**config.mk**
```make
export PLATFORM = sky130hd
export DESIGN_NAME = interrupt_controller
export DESIGN_NICKNAME = d
export VERILOG_FILES = /design/src/rtl/intc_pkg.sv /design/src/rtl/interrupt_controller_quantum_timer.sv /design/src/rtl/interrupt_controller.sv
export SDC_FILE = /design/constraint.sdc
export NUM_CORES = 1
export LEC_CHECK = 0
export CAP_MARGIN = 20
export CORE_MARGIN = 2
export CORE_UTILIZATION = 30
export DETAILED_ROUTE_END_ITERATION = 16
export SLEW_MARGIN = 20
export SYNTH_ARGS = -nofsm -noshare
export SYNTH_HDL_FRONTEND = slang
export SYNTH_SLANG_ARGS = --single-unit
export TNS_END_PERCENT = 20
```
**constraint.sdc**
```tcl
create_clock -name clk -period 2.8 [get_ports clk]
set_input_delay 0.7 -clock clk [delete_from_list [all_inputs] [get_ports clk]]
set_output_delay 0.7 -clock clk [all_outputs]
set_load 0.1 [all_outputs]
```
**src/rtl/intc_pkg.sv**
```systemverilog
// Shared constants for the iZero interrupt controller.
// Interrupt codes, FSM state encoding and priority helpers.
package intc_pkg;

  localparam logic [1:0] INT_NONE    = 2'd0;
  localparam logic [1:0] INT_QUANTUM = 2'd1;
  localparam logic [1:0] INT_DISK    = 2'd2;
  localparam logic [1:0] INT_INPUT   = 2'd3;

  localparam logic [1:0] KERNEL    = 2'd0;
  localparam logic [1:0] USER      = 2'd1;
  localparam logic [1:0] TAKEN     = 2'd2;
  localparam logic [1:0] SERVICING = 2'd3;

  // Highest-priority pending source: input > disk > quantum.
  function automatic logic [1:0] pick(input logic [3:1] p);
    logic [1:0] c;
    c = INT_NONE;
    if (p[3])      c = INT_INPUT;
    else if (p[2]) c = INT_DISK;
    else if (p[1]) c = INT_QUANTUM;
    return c;
  endfunction

  // Pending-bit mask for a given interrupt code.
  function automatic logic [3:1] code_bit(input logic [1:0] c);
    logic [3:1] m;
    m = 3'b000;
    unique case (c)
      INT_QUANTUM: m = 3'b001;
      INT_DISK:    m = 3'b010;
      INT_INPUT:   m = 3'b100;
      default:     m = 3'b000;
    endcase
    return m;
  endfunction

endpackage

```
**src/rtl/interrupt_controller_quantum_timer.sv**
```systemverilog
// User-mode time slice counter.
// Loads, decrements to zero, pulses expire on 1->0.
module quantum_timer #(
  parameter int QW = 16
) (
  input  logic          clk,
  input  logic          rst,
  input  logic          load,
  input  logic          en,
  input  logic [QW-1:0] value,
  output logic          expire
);

  logic [QW-1:0] count;

  assign expire = en & ~load & (count == QW'(1));

  // Load has priority; decrement saturates at zero.
  always_ff @(posedge clk or negedge rst) begin
    if (!rst)
      count <= '0;
    else if (load)
      count <= value;
    else if (en && count != '0)
      count <= count - QW'(1);
  end

endmodule

```
**src/rtl/interrupt_controller.sv**
```systemverilog
// iZero interrupt controller: latches preemption, disk
// and input requests and hands one at a time to control.
module interrupt_controller
  import intc_pkg::*;
#(
  parameter int            QW      = 16,
  parameter logic [QW-1:0] QUANTUM = 16'd1000,
  parameter int            PC_W    = 32
) (
  input  logic            clk,
  input  logic            rst,
  input  logic            userMode,
  input  logic            kernelMode,
  input  logic            inta,
  input  logic            clearIntr,
  input  logic            diskDone,
  input  logic            inputReq,
  input  logic [PC_W-1:0] pc,
  output logic            intr,
  output logic [1:0]      intCode,
  output logic [PC_W-1:0] savedPc,
  output logic            inUser
);

  logic [1:0] state;
  logic [3:1] pend;
  logic [3:1] pend_set;
  logic [3:1] pend_clr;
  logic       s1, s2, s3;
  logic       expire;
  logic       load;
  logic       en;

  assign intr   = (state == TAKEN);
  assign inUser = (state == USER);

  assign load = userMode & (state != TAKEN);
  assign en   = (state == USER) & ~kernelMode & ~userMode;

  quantum_timer #(.QW(QW)) u_timer (
    .clk    (clk),
    .rst    (rst),
    .load   (load),
    .en     (en),
    .value  (QUANTUM),
    .expire (expire)
  );

  assign pend_set = {s2 & ~s3, diskDone, expire};
  assign pend_clr = (state == TAKEN && inta) ?
                    code_bit(intCode) : 3'b000;

  // Two-flop synchroniser plus history flop for edge detect.
  always_ff @(posedge clk or negedge rst) begin
    if (!rst) begin
      s1 <= 1'b0;
      s2 <= 1'b0;
      s3 <= 1'b0;
    end else begin
      s1 <= inputReq;
      s2 <= s1;
      s3 <= s2;
    end
  end

  // Pending bits; a new event beats a same-cycle clear.
  always_ff @(posedge clk or negedge rst) begin
    if (!rst)
      pend <= 3'b000;
    else
      pend <= (pend & ~pend_clr) | pend_set;
  end

  // Control FSM with captured code and PC.
  always_ff @(posedge clk or negedge rst) begin
    if (!rst) begin
      state   <= KERNEL;
      intCode <= INT_NONE;
      savedPc <= '0;
    end else begin
      unique case (state)
        KERNEL: begin
          if (userMode) state <= USER;
        end
        USER: begin
          if (kernelMode) begin
            state <= KERNEL;
          end else if (|pend) begin
            state   <= TAKEN;
            intCode <= pick(pend);
            savedPc <= pc;
          end
        end
        TAKEN: begin
          if (inta) state <= SERVICING;
        end
        SERVICING: begin
          if (userMode) begin
            state   <= USER;
            intCode <= INT_NONE;
          end else if (clearIntr) begin
            state   <= KERNEL;
            intCode <= INT_NONE;
          end
        end
        default: state <= KERNEL;
      endcase
    end
  end

endmodule

```
==> flow_summary_export.csv <==
group,metric,value,unit
setup_path,cp_slowest_stage_delay,520,ps
route,detail_route.wirelength,5.46,mm
clocking,cts.sink_count,58,
clocking,cts-resized-gates,0,
synth,synth_compound_gate_area_share,6.60,%
placed_design,gp_congestion,0.769,
setup_path,critical_path.startpoint_type,"primary input",
sta,setup-violations-final,0,
layout,nNetsFinal,334,
setup_path,path_cells,"clkdlybuf4s50_1, nor4b_4, nand3_2, a31oi_2, or3b_1, nand3_1",
sta,fin_crit_sh,83.6,%
setup_path,critPathLaunch,"userMode",
route,route.detailed.vias_per_inst,4.75,
synth,asyncSetResetFlopFracSynth,100,%
synth,synth_flop_cell,"sky130_fd_sc_hd__dfrtp_1",
hold_path,worst_hold_path_type,"in -> async",
global_routing,first_global_vias,1924,
synth,ys_ff_latch,58,
sta,worst_pin_slew,547,ps
route,detail_route.drc_violations,0,
synth,synth.yosys.warnings,0,
global_routing,globalRouteMet3Util,4.86,%
floorplan,initial_utilization,31.0,%
layout,insertedDiodeCount,0,
setup_path,slowest_stage,"sky130_fd_sc_hd__clkdlybuf4s50_1",
global_routing,grt.overflow.total,0,
global_routing,grt_pass1_wl,8.97,mm
sta,final.min_clock_period,2340,ps
sta,hold_viol,0,
synth,instance_count_of_the_mapped_netlist,209,
sta,clock.fmax,427,MHz
floorplan,die_footprint,9280,sq um
synth,synth_fp_nets,251,
run,drv_cap,0,
synth,post_synth_and_or_nand_nor_area_fraction,15.3,%
floorplan,die_width,96.3,um
setup_path,r2r-start,"u_timer.count[4]",
run_status,run_status,"finished clean",
setup_path,timing_worst_setup_path_type,"in -> reg",
synth,synth_top_family_by_area,"multiplexers",
synth,synthesis.area_per_instance,12.2,sq um
clocking,cts.htree.levels,3,
clocking,cts.root.buffer_cell,"sky130_fd_sc_hd__clkbuf_8",
floorplan,core_footprint,8260,sq um
placed_design,place.detailed.hpwl,3.90,mm
clocking,cts_tree,"done",
global_routing,groute.layer.met2.usage,19.6,%
setup_path,path_max_fanout,6,
route,detail_route.first_pass.iterations,4,
route,drt-wirelength-per-cell,13.6,um
route,routed-via-count,1908,
setup_path,cp-end-kind,"register",
global_routing,initial_antenna_violation_count,0,
sta,grt_setup_unrepaired,"false",
global_routing,pin_count_of_the_biggest_net_entering_global_routing,40,
synth,seq_area_frac_synth,56.8,%
clocking,cts_hold_buf,0,
setup_path,crit_path_dat,2610,ps
placed_design,portBuffers,75,
floorplan,rows,33,
layout,drive_above_1_share,33.7,%
clocking,postCtsSetupRepairBufs,0,
layout,areaGrowthSynthToFinish,39.5,%
synth,yosys.area_share.adder,0.978,%
route,drt_first_iter_violations,70,
floorplan,floorplan.die.height,96.3,um
sta,final_count_of_pins_violating_max_slew,0,
placed_design,placed_area,3360,sq um
synth,post_synthesis_xor_xnor_area_fraction,1.71,%
global_routing,gr-usage-met1,16.0,%
synth,synth_enable_flop_cells,0,
synth,syn-cell-area,2560,sq um
synth,synth_cell_types,41,
global_routing,grt-busiest-layer,"met2",
clocking,cts.path.max_buffers,2,
synth,muxShareOfSynthArea,16.4,%
clocking,clock_insertion_delay_worst_skew,330,ps
clocking,cts.clk_slew.worst_paths,60,ps
global_routing,grt.total_usage,12.8,%
sta,totalNegativeSetupSlack,0,ps
sta,clock-skew-final,5.62,ps
layout,design_area,3570,sq um
sta,worst_slew_margin_rel,63.2,%
clocking,cts_buffers,9,
setup_path,cp_data_required_time,3070,ps
route,ant_nets,0,
floorplan,top_level_ports,76,
==> state kept, by name, indices dropped and copies added, names as in the netlist, named ones only <==
signal	count
s2	1
state	1
savedPc	32
intCode	2
s1	1
pend	3
s3	1
u_timer.count	16
==> cells in the mapped netlist, drive strengths merged (3+ instances only) <==
master  count  area share (%)
dfrtp      58              57
o21ai       8             1.6
buf         5             1.2
mux2       32              14
nand2b      3            0.73
xnor2       5             1.7
nand2      17             2.5
nor2       18             2.9
nand3       6             1.4
nor4        3            0.98
a21oi       4            0.78
inv         6            0.88
a31oi       3            0.98
nor3        7             1.6
a211oi      3            0.88
mux2i       6             2.3
==> placed cells by master (no fill, tap or decap), types with 2 or more instances in the layout <==
cell type                          n
sky130_fd_sc_hd__a2111oi_2         2
sky130_fd_sc_hd__a211oi_1          3
sky130_fd_sc_hd__a21oi_1           4
sky130_fd_sc_hd__a31oi_1           2
sky130_fd_sc_hd__and2_1            2
sky130_fd_sc_hd__buf_12            2
sky130_fd_sc_hd__buf_4            37
sky130_fd_sc_hd__clkbuf_8         11
sky130_fd_sc_hd__clkdlybuf4s50_1  38
sky130_fd_sc_hd__clkinvlp_4        2
sky130_fd_sc_hd__dfrtp_1          58
sky130_fd_sc_hd__ha_1              2
sky130_fd_sc_hd__inv_1             6
sky130_fd_sc_hd__mux2_2           32
sky130_fd_sc_hd__mux2i_1           6
sky130_fd_sc_hd__nand2_1          17
sky130_fd_sc_hd__nand2b_1          3
sky130_fd_sc_hd__nand3_1           5
sky130_fd_sc_hd__nand4_1           2
sky130_fd_sc_hd__nor2_1           17
sky130_fd_sc_hd__nor2b_1           2
sky130_fd_sc_hd__nor3_1            6
sky130_fd_sc_hd__nor4_1            2
sky130_fd_sc_hd__o21ai_0           8
sky130_fd_sc_hd__or2_2             2
sky130_fd_sc_hd__xnor2_1           5
==> per-stage QoR <==
stage                     hold WS [ps]  utilization, %  cells  setup slack (ps)
after CTS                          327            43.2    402               459
after global placement             334            40.7    386               203
after detailed placement           347            40.7    386               112
final                              325            43.2    402               460
after floorplan                    331               -    209               810
after global routing               342            43.2    402               311
==> path summary, 6_finish.rpt <==
kind / to / slack [ps] / depth (start not counted)
max reg2reg: u_timer.count[12] / 840 / 5
min reg2reg: s2 / 360 / 0
max in group asynchronous: savedPc[2] / 1910 / 2
min in group clk: s2 / 360 / 0
max: u_timer.count[7] / 460 / 6
min: savedPc[14] / 330 / 1
==> metal layers <==
| layer | vias up | part of all wire, % |
|---|---|---|
| li1 | 902 | - |
| met1 | 938 | 42 |
| met2 | 60 | 48 |
| met3 | 8 | 7.5 |
| met4 | 0 | 1.9 |
| met5 | - | 0 |
==> worst max-delay path, delay by kind of cell <==
| family | cells | cell delay, ps |
|---|---|---|
| AND/OR/NAND/NOR | 4 | 1130 |
| AO/OA/AOI/OAI | 1 | 250 |
| buffers and inverters | 1 | 520 |
==> cell type report <==
type / count / area, sq um
clock inverters: 4 / 50.0
repair buffers: 78 / 703
fillers: 794 / 4690
clock buffers: 12 / 155
flip-flops and latches: 58 / 1450
inverters: 6 / 22.5
multi-input cells: 139 / 1050
well taps: 105 / 131
==> logic make-up (layout without fill, tap and decap cells) <==
family	count (synthesis)	after routing
AOI/OAI and AO/OA	24	24
adders and majority gates	2	2
DFF	58	58
xor gates and xnor gates	5	5
muxes	38	38
buffers and inverters	12	100
and+or+nand+nor	70	70
Power is left out: the tool's default activity adds up to more than one toggle a clock period on the data nets, which glitch-free logic cannot reach.
